File: src/rtl/tomasulo_pkg.sv
// Shared Tomasulo core constants: bus widths, requester count and the fixed
// requester index assignment seen by the common data bus arbiter.
package tomasulo_pkg;

   localparam int N_REQ  = 7;
   localparam int TAG_W  = 4;
   localparam int DATA_W = 32;
   localparam int SRC_W  = $clog2(N_REQ);

   // Requester index order on the arbiter: adders, then multipliers, then load ports
   localparam int SRC_ADD1 = 0;
   localparam int SRC_ADD2 = 1;
   localparam int SRC_ADD3 = 2;
   localparam int SRC_MUL1 = 3;
   localparam int SRC_MUL2 = 4;
   localparam int SRC_MEM1 = 5;
   localparam int SRC_MEM2 = 6;

endpackage

File: src/rtl/rr_pick.sv
// Purely combinational round-robin picker: rotate the request vector so the
// pointer sits at bit 0, find the first set bit, then rotate the index back.
module rr_pick #(
   parameter int N  = 7,
   parameter int IW = $clog2(N)
) (
   input  logic [N-1:0]  req,
   input  logic [IW-1:0] ptr,
   output logic [N-1:0]  grant,
   output logic [IW-1:0] winner,
   output logic          any_valid
);

   logic [N-1:0] rotated;
   logic         found;
   int           first_j;
   int           idx;
   int           win;

   always_comb begin
      rotated = '0;
      found   = 1'b0;
      first_j = 0;
      idx     = 0;
      win     = 0;
      grant   = '0;
      for (int j = 0; j < N; j++) begin
         idx = int'(ptr) + j;
         if (idx >= N) idx = idx - N;
         rotated[j] = req[idx];
      end
      for (int j = 0; j < N; j++) begin
         if (!found && rotated[j]) begin
            found   = 1'b1;
            first_j = j;
         end
      end
      win = int'(ptr) + first_j;
      if (win >= N) win = win - N;
      if (found) grant[win] = 1'b1;
      winner    = IW'(win);
      any_valid = found;
   end

endmodule

File: src/rtl/cdb_arbiter.sv
// Common data bus arbiter: picks one producer per cycle round-robin and drives
// the registered CDB broadcast snooped by reservation stations and the RST.
module cdb_arbiter #(
   parameter int N_REQ  = tomasulo_pkg::N_REQ,
   parameter int TAG_W  = tomasulo_pkg::TAG_W,
   parameter int DATA_W = tomasulo_pkg::DATA_W
) (
   input  logic                      clk,
   input  logic                      reset,
   input  logic [N_REQ-1:0]          req_valid,
   input  logic [N_REQ*TAG_W-1:0]    req_tag,
   input  logic [N_REQ*DATA_W-1:0]   req_data,
   input  logic                      cdb_stall,
   output logic [N_REQ-1:0]          grant,
   output logic                      cdb_valid,
   output logic [TAG_W-1:0]          cdb_tag,
   output logic [DATA_W-1:0]         cdb_data,
   output logic [$clog2(N_REQ)-1:0]  cdb_src
);
   import tomasulo_pkg::*;

   localparam int SW = $clog2(N_REQ);

   logic [SW-1:0]     rr_ptr;
   logic [N_REQ-1:0]  pick_grant;
   logic [SW-1:0]     pick_winner;
   logic              pick_any;
   logic              fire;
   logic [TAG_W-1:0]  sel_tag;
   logic [DATA_W-1:0] sel_data;
   logic [SW-1:0]     next_ptr;

   rr_pick #(.N(N_REQ), .IW(SW)) u_pick (
      .req       (req_valid),
      .ptr       (rr_ptr),
      .grant     (pick_grant),
      .winner    (pick_winner),
      .any_valid (pick_any)
   );

   // Reset gates grant combinationally so a pending grant vanishes with it
   always_comb begin
      grant = '0;
      if (pick_any && !cdb_stall && !reset) grant = pick_grant;
   end

   assign fire     = |grant;
   assign next_ptr = (pick_winner == SW'(N_REQ - 1)) ? '0 : pick_winner + SW'(1);

   always_comb begin
      sel_tag  = '0;
      sel_data = '0;
      for (int i = 0; i < N_REQ; i++) begin
         if (pick_winner == SW'(i)) begin
            sel_tag  = req_tag[i*TAG_W +: TAG_W];
            sel_data = req_data[i*DATA_W +: DATA_W];
         end
      end
   end

   // Tag, data and source hold between broadcasts; only valid drops when idle
   always_ff @(posedge clk or posedge reset) begin
      if (reset) begin
         rr_ptr    <= '0;
         cdb_valid <= 1'b0;
         cdb_tag   <= '0;
         cdb_data  <= '0;
         cdb_src   <= '0;
      end else if (fire) begin
         rr_ptr    <= next_ptr;
         cdb_valid <= 1'b1;
         cdb_tag   <= sel_tag;
         cdb_data  <= sel_data;
         cdb_src   <= pick_winner;
      end else begin
         cdb_valid <= 1'b0;
      end
   end

endmodule

File: config.mk
export PLATFORM = sky130hd
export DESIGN_NAME = cdb_arbiter
export DESIGN_NICKNAME = d
export VERILOG_FILES = /design/src/rtl/tomasulo_pkg.sv /design/src/rtl/rr_pick.sv /design/src/rtl/cdb_arbiter.sv
export SDC_FILE = /design/constraint.sdc
export NUM_CORES = 1
export LEC_CHECK = 0
export CORE_MARGIN = 2
export CORE_UTILIZATION = 39
export CTS_CLUSTER_DIAMETER = 120
export CTS_CLUSTER_SIZE = 20
export DETAILED_ROUTE_END_ITERATION = 8
export PLACE_DENSITY = 0.88
export SLEW_MARGIN = 20
export SYNTH_ARGS = -nofsm -noshare
export SYNTH_HDL_FRONTEND = slang
export SYNTH_SLANG_ARGS = --single-unit
File: constraint.sdc
create_clock -name clk -period 6.73 [get_ports clk]
set_input_delay 1.0095 -clock clk [delete_from_list [all_inputs] [get_ports clk]]
set_output_delay 1.0095 -clock clk [all_outputs]
set_load 0.02 [all_outputs]
# Yosys cells after proc, flatten, opt, wreduce, memory -nomap -nowiden
# Cells that the tools add are included.
dict set report word_totals {
  register_bits 43
  in_bits 262
  output_inout_bits 47
  wordCells 125
}
dict set report classes {
  addsub 16
  n_lt_le_gt_ge 17
  eq_ne 6
  n_mux 62
  reduce_logical 19
}
# op n
set ops {}
lappend ops {{two-way mux 32 bit} 15}
lappend ops {{< comparator 32 x 5 -> 1 bit, second input constant} 8}
lappend ops {{greater-or-equal comparator 32 x 4 -> 1 bit, second input constant} 7}
lappend ops {{subtractor 32 x 4 -> 32 bit, second input constant} 7}
lappend ops {{greater-or-equal comparator 32 x 1 -> 1 bit, second input constant} 1}
lappend ops {{two-way mux 4 bit} 7}
lappend ops {{two-way mux 1 bit} 24}
lappend ops {{binary-select mux 1 bit (select 3 bit)} 7}
lappend ops {{two-way mux 7 bit} 2}
lappend ops {{adder 3 x 3 -> 4 bit, second input constant} 3}
lappend ops {{two-way mux 3 bit} 4}
lappend ops {{equality test 3 bit, second input constant} 3}
lappend ops {{logical AND 1 bit} 9}
lappend ops {{adder 3 x 2 -> 4 bit, second input constant} 2}
lappend ops {{zero test 1 bit} 8}
lappend ops {{OR reduction 7 bit} 1}
lappend ops {{equality test 3 x 2 -> 1 bit, second input constant} 2}
lappend ops {{adder 3 x 1 -> 4 bit, second input constant} 1}
lappend ops {{adder 3 x 3 -> 4 bit} 1}
lappend ops {{two-way mux 2 bit} 2}
lappend ops {{subtractor 3 x 3 -> 4 bit, second input constant} 1}
lappend ops {{adder 3 x 1 -> 3 bit, second input constant} 1}
lappend ops {{demux 1 bit (select 3 bit)} 1}
lappend ops {{equality test 3 x 1 -> 1 bit, second input constant} 1}
lappend ops {{2 further kinds} 2}

# Longest topological paths before layout
# Gate-level depths: netlist (run 1).
dict set report depth {
  depth_word 35
  mapped_depth 30
}

# Modules after synthesis
# From an unflattened synthesis (run 1), not the netlist that was laid out.
dict set report hier_totals {
  cells_unflattened 703
  area_unflattened_um2 5634.2
}
# mod instances cells_per_inst area_each_um2 seq_area_each_um2
set by_module_without_submodules {}
lappend by_module_without_submodules {cdb_arbiter 1 491 4047.6 1076.0}
lappend by_module_without_submodules {rr_pick 1 212 1586.5 0.0}

# Least setup slack after synthesis (run 1)
# No wires, ideal clock.
dict set report synth_timing {
  path_kind {flip-flop to output port}
  start {register rr_ptr[1]}
  end {output port grant[6]}
  t_arrival_ns 5.379
  t_required_ns 5.720
  path_slack_ns 0.342
  stages_incl_launch_ff 24
  n_path_buf 4
  cell_sequence {dfrtp_1 > clkbuf_1 > inv_1 > ha_1 > inv_1 > fa_1 > buf_1 > xor2_1 > a221oi_1 > nor3_1 > a21oi_1 > o21ai_0 > a21boi_0 > ha_1 > inv_1 > fa_1 > inv_1 > ha_1 > a221oi_4 > mux2i_1 > and2_1 > buf_2 > buf_2 > and2_1}
}
dict set report synth_between {
  elab_chain_len 33
  word_cells_on_any_way 86
}
# element line_no
set synth_lines {}
lappend synth_lines {{start: declaration} cdb_arbiter.sv:24} ;# logic [SW-1:0] rr_ptr;
lappend synth_lines {{start signal: assignment} cdb_arbiter.sv:70} ;# rr_ptr <= next_ptr;
lappend synth_lines {{branches (longest 32 deep; another with subtractor 32 x 4 -> 32 bit)} --}
lappend synth_lines {{two-way mux 7 bit (*)} cdb_arbiter.sv:44} ;# if (pick_any && !cdb_stall && !reset) grant = pick_grant;
lappend synth_lines {{end: declaration} cdb_arbiter.sv:14} ;# output logic [N_REQ-1:0] grant,
# Every way passes the cells marked *. The select of a mux whose other input is x is not followed.

# Worst setup path in the final report (run 1)
dict set report layout_timing {
  start {register rr_ptr[1]}
  end {output port grant[1]}
}
# Same word-level chain as after synthesis.

==> results of run 1 <==
## layout make-up
cell class / count / area (sq um)
diodes: 3 / 7.51
clock buffers: 6 / 129
clock inverters: 2 / 12.5
fillers: 1070 / 4260
inverters: 19 / 71.3
multi-input cells: 490 / 3780
flip-flops and latches: 43 / 1080
well taps: 176 / 220
repair buffers: 361 / 3520
## registers in the layout, summed over array words and instances, names as in the netlist
register	count
cdb_data	32
cdb_tag	4
cdb_src	3
rr_ptr	3
cdb_valid	1
## layer usage
metal,part of all wire [%],vias to the layer above
li1,-,2975
met2,48,362
met4,4.3,0
met3,8.3,60
met1,40,3054
met5,0,-
## what timing repair did
action	CTS	global route
hold buffers	0	0
gates resized for setup	0	9
hold endpoints to repair	0	0
endpoints found under the setup margin	0	32
setup buffers	0	5
## cell usage in the layout (no fill, tap or decap), types with 3 or more instances in the layout
| cell | n |
|---|---|
| mux2_4 | 40 |
| nand2b_1 | 7 |
| nor3_1 | 3 |
| o221ai_1 | 11 |
| nand3_1 | 4 |
| dfrtp_1 | 43 |
| o21ai_0 | 10 |
| a222oi_1 | 27 |
| clkbuf_16 | 5 |
| o22ai_1 | 11 |
| a221o_1 | 28 |
| nand2_1 | 69 |
| and2_1 | 15 |
| a221oi_1 | 14 |
| inv_1 | 16 |
| xnor2_1 | 4 |
| nor2b_1 | 4 |
| inv_2 | 3 |
| buf_4 | 51 |
| mux2i_1 | 9 |
| and3b_1 | 3 |
| o211ai_1 | 3 |
| ha_1 | 18 |
| mux2_2 | 5 |
| nor2_1 | 51 |
| nand3b_1 | 5 |
| or2_2 | 3 |
| diode_2 | 3 |
| a21oi_1 | 64 |
| clkdlybuf4s50_1 | 301 |
| a22o_1 | 14 |
| dlymetal6s2s_1 | 7 |
| a211oi_1 | 13 |
## worst paths after layout
check / start / endpoint / slack, ns / cells past startpoint
min: cdb_src[1] / cdb_src[1] / 0.50 / 1
max: rr_ptr[1] / grant[1] / 0.52 / 25
max reg2reg: rr_ptr[1] / cdb_data[18] / 0.63 / 29
max in group asynchronous: reset / cdb_data[30] / 4.84 / 2
min reg2reg: cdb_src[1] / cdb_src[1] / 0.50 / 1
min in group asynchronous: reset / cdb_tag[2] / 1.27 / 2
## critical path, cell delays in order (launching register included)
cell            delay, ns
dfrtp_1              0.38
buf_4                0.19
ha_1                 0.21
inv_1                0.11
ha_1                 0.19
buf_4                0.16
mux2i_1              0.23
mux4_2               0.34
or2_1                0.25
a21oi_1              0.15
o21ai_0              0.08
a21boi_0             0.19
ha_1                 0.20
inv_1                0.06
fa_1                 0.45
xnor2_2              0.21
nand3_1              0.12
ha_1                 0.21
nand3b_1             0.15
nand2_1              0.07
ha_1                 0.14
nand2_1              0.09
a21oi_4              0.22
buf_4                0.15
and2_1               0.11
dlymetal6s2s_1       0.24
## cell families (layout without fill, tap and decap cells)
kind of cell,Yosys count,count (layout),share of synthesized area (%)
and+or+nand+nor,175,175,15.6
AOI/OAI and AO/OA,227,227,34.2
xor gates and xnor gates,9,9,1.82
DFF,43,43,20.9
other,0,3,0
muxes,58,58,15.5
buffers and inverters,71,388,6.67
adders and majority gates,21,21,5.39
## metrics by stage
step	utilization, %	setup slack, ns	hold WS (ns)
6_report	67.4	0.523	0.503
4_1_cts	66.9	0.0758	0.512
5_1_grt	67.4	0.155	0.526
2_1_floorplan	-	0.342	0.609
3_5_place_dp	65.8	0.187	0.497
3_3_place_gp	65.8	0.274	0.471
==> run summary, run 1 <==
outcome -> complete, no violations
GRT met2 Usage -> 53.2%
Seq/Total Area, Yosys -> 20.9%
TritonCTS clock tree -> built
crit-path max FO -> 14
Design Area, Final -> 8820 sq um
max_slew headroom -> 30.5%
gpl congestion -> 0.915
Main synth FF type -> dfrtp_1
Max Freq -> 0.161 GHz
Tmin final -> 6.21 ns
cell row count -> 42
class of the worst hold path -> reg2reg
busiest layer in global routing -> met2
Mapped Nets -> 887
clk sinks -> 43
nets@finish -> 1,203
Cell Area, Synth -> 5160 sq um
DRT iter0 DRCs -> 646
largest net degree at the start of global routing -> 51
area added between synthesis and finish -> 71.0%
DRC viols -> 0
final worst path period share -> 92.2%
synthesized flop and latch total -> 43
post-synth top area cell -> dfrtp_1
vias per inst -> 5.86
Die Ht -> 119 um
clock root cell -> clkbuf_16
share of cells above drive strength 1 -> 14.1%
Final TNS setup -> 0 ns
total routed wirelength -> 23,100 um
DRT Pass-1 Iters -> 8
fin. max-slew vios -> 0
Final Hold Fails -> 0
die area -> 14,200 sq um
initial antenna violation count -> 2
Synth top area share -> 20.9%
Synth area leaders -> dfrtp_1 21%, mux2_4 12%, a21oi_1 6.3%
CP endpoint kind -> primary output
critical path data required time -> 5.72 ns
IO buf count -> 308
non-filler cells, final -> 1,100
max-cap viol count -> 0
Mean Syn Cell Area -> 8.54 sq um
Cell Area, Placed -> 8610 sq um
Clock Tree Buf Depth -> 2
post-synthesis cell count -> 604
Yosys warnings -> 0
clk_lat worst skew -> 0.29 ns
HPWL after DPL -> 17,800 um
TritonCTS Buffers -> 5
Slew @ Worst Pin -> 1.04 ns
grt ovf -> 0
Total GRT Usage -> 31.1%
RSZ-0062 raised after global routing -> no
most frequent cell after synthesis -> nand2_1
CP arrival -> 5.20 ns
number of global-route vias before repair -> 6,458
Inst Count DP -> 1,084
Post-synth EDFFs -> 0
met3 GRT Util -> 6.03%
H-tree lvl count -> 2
Clock Skew -> 0.00572 ns
setup violators final -> 0
Vias -> 6,451
crit start category -> register
WL/cell -> 21.0 um
I/O pin count -> 309
Synth top cells by count -> 69 x nand2_1, 65 x a21oi_1, 51 x nor2_1, 43 x dfrtp_1, 40 x mux2_4
Initial Utilization -> 39.4%
Distinct cells, synth -> 72
antenna viol nets, final -> 0
GR Layer Usage met1 -> 37.9%
core area -> 13,100 sq um
Clock transition at path regs -> 0.07 ns
fraction of registers with async set/reset -> 100%
Die Wd -> 119 um
critical path class -> reg2out
first-pass GRT wire length -> 34,800 um
Power of run 1 is not shown: default switching activity piles up to over one toggle a cycle in this logic, so the estimate is an artifact.
==> run 2: changes to the inputs <==
==> constraint.sdc (replaced) <==
create_clock -name clk -period 6.3 [get_ports clk]
set_input_delay 0.945 -clock clk [delete_from_list [all_inputs] [get_ports clk]]
set_output_delay 0.945 -clock clk [all_outputs]
set_load 0.02 [all_outputs]
==> run summary, run 2 (same netlist as run 1, synthesis figures left out) <==
outcome -> complete, no violations
CP arrival -> 5.20 ns
max FFs per register -> 32
multi-input logic area -> 3790 sq um
DRT iter0 DRCs -> 528
grt ovf -> 0
Crit path max-delay family -> adder cells
non-filler cells, final -> 1,101
Initial Utilization -> 39.4%
final worst path period share -> 97.5%
Die Wd -> 119 um
H-tree lvl count -> 2
crit-path max FO -> 8
crit path max-delay cell type -> mux4_2
DRC viols -> 0
total routed wirelength -> 23,200 um
Design Area, Final -> 8850 sq um
Reg-to-Reg End -> cdb_tag[3]
TritonCTS clock tree -> built
HPWL after DPL -> 17,600 um
Final WS setup -> 0.159 ns
critical path class -> reg2out
clk_lat worst skew -> 0.29 ns
max-cap viol count -> 0
met3 GRT Util -> 6.56%
R2R Setup Slk -> 0.38 ns
CP Buf/Inv Count -> 3
Tmin final -> 6.14 ns
clk sinks -> 43
die area -> 14,200 sq um
GR Layer Usage met1 -> 37.9%
worst reg2reg path depth -> 26
nets@finish -> 1,205
Fin Hold WS -> 0.492 ns
Clock Skew -> 0.00447 ns
Inst Count DP -> 1,089
# fillers -> 1,075
Final Hold Fails -> 0
clock root cell -> clkbuf_16
antenna viol nets, final -> 0
most common cell after layout, fill and taps aside -> clkdlybuf4s50_1
Biggest register -> cdb_data
IO buf count -> 308
Max Freq -> 0.163 GHz
register area -> 1080 sq um
Top Registers -> cdb_data: 32 flops, cdb_tag: 4 flops
Slew @ Worst Pin -> 0.984 ns
initial antenna violation count -> 3
Critical Path Most Common Cell -> ha_1
setup violators final -> 0
WL/cell -> 21.0 um
first-pass GRT wire length -> 35,200 um
number of global-route vias before repair -> 6,409
max_slew headroom -> 34.4%
HP Start -> cdb_src[1]
busiest layer in global routing -> met2
crit start category -> register
gpl congestion -> 0.956
Cell Area, Placed -> 8650 sq um
cell row count -> 42
Hold Path Cell Cnt -> 1
Worst Hold Path EP -> cdb_src[1]
TritonCTS Buffers -> 5
vias per inst -> 5.88
GRT met2 Usage -> 55.6%
commonest non-fill, non-tap cells in the layout -> 301 x clkdlybuf4s50_1, 69 x nand2_1, 63 x a21oi_1
crit path cell chain -> ha_1 -> inv_1 -> ha_2 -> xnor2_1 -> mux4_2 -> or2_1 -> a21oi_1 -> o21ai_0 -> a21boi_1 -> ha_2 -> inv_1 -> fa_1 -> xnor2_2 -> nand3_1 -> ha_1 -> nand3b_1 -> nand2_1 -> ha_1 -> nand2_1 -> a21oi_4 -> and3_1 -> dlygate4sd2_1
CP endpoint kind -> primary output
Clock Tree Buf Depth -> 2
Die Ht -> 119 um
area added between synthesis and finish -> 71.6%
worst slack, placed -> -0.00911 ns
Total GRT Usage -> 31.5%
class of the worst hold path -> reg2reg
core area -> 13,100 sq um
DRT Pass-1 Iters -> 8
largest net degree at the start of global routing -> 51
Clock transition at path regs -> 0.06 ns
CP peak stage delay -> 0.54 ns
critical path data required time -> 5.35 ns
I/O pin count -> 309
Vias -> 6,472
fin. max-slew vios -> 0
FF-to-FF Start -> rr_ptr[0]
share of cells above drive strength 1 -> 15.2%
run 2: metrics by stage:
step	setup TNS [ns]	utilization, %
5_1_grt	-0.650	67.7
4_1_cts	0	67.4
3_3_place_gp	0	66.1
2_1_floorplan	0	-
6_report	0	67.7
3_5_place_dp	-0.00911	66.1
run 2: cell type report:
| type | count | share of cell area, % |
|---|---|---|
| Multi-Input combinational cell | 490 | 42.9 |
| Timing Repair Buffer | 363 | 39.7 |
| Sequential cell | 43 | 12.2 |
| Tap cell | 176 | 2.49 |
| Clock buffer | 5 | 1.41 |
| Inverter | 19 | 0.806 |
| Clock inverter | 3 | 0.495 |
| Antenna cell | 2 | 0.0565 |
run 2: per-layer routing:
metal / vias up / routed length [um] / share of wire, %
met2: 376 / 11500 / 50
met3: 54 / 1940 / 8.4
li1: 2972 / - / -
met4: 2 / 793 / 3.4
met5: - / 16 / 0.069
met1: 3068 / 8900 / 38
run 2: how the worst max path moves through the flow:
stage | start | to | slack (ns) | depth (start not counted)
floorplan | rr_ptr[1] | grant[6] | 0.06 | 23
global placement | req_valid[1] | grant[1] | 0.02 | 17
detailed placement | req_valid[1] | grant[1] | -0.009 | 17
CTS | rr_ptr[0] | grant[2] | 0.20 | 22
global route | rr_ptr[0] | grant[0] | -0.11 | 22
finish | rr_ptr[0] | grant[3] | 0.16 | 22
run 2: worst register-to-register path, delay by kind of cell, from the launching register on:
family / cells / cell delay (ns)
adders and majority gates: 6 / 1.61
AOI/OAI and AO/OA: 6 / 1.27
buffers and inverters: 8 / 1.04
muxes: 2 / 0.80
DFF: 1 / 0.44
xor gates and xnor gates: 2 / 0.35
and+or+nand+nor: 2 / 0.32
run 2: timing repair:
| item | 4_1_cts | 5_1_grt |
|---|---|---|
| pin swaps | 2 | 2 |
| hold buffers | 0 | 0 |
| gates cloned | 0 | 0 |
| endpoints found under the setup margin | 7 | 14 |
| resized for setup | 10 | 10 |
| setup buffers | 1 | 1 |
Power of run 2 is left out for the same reason.
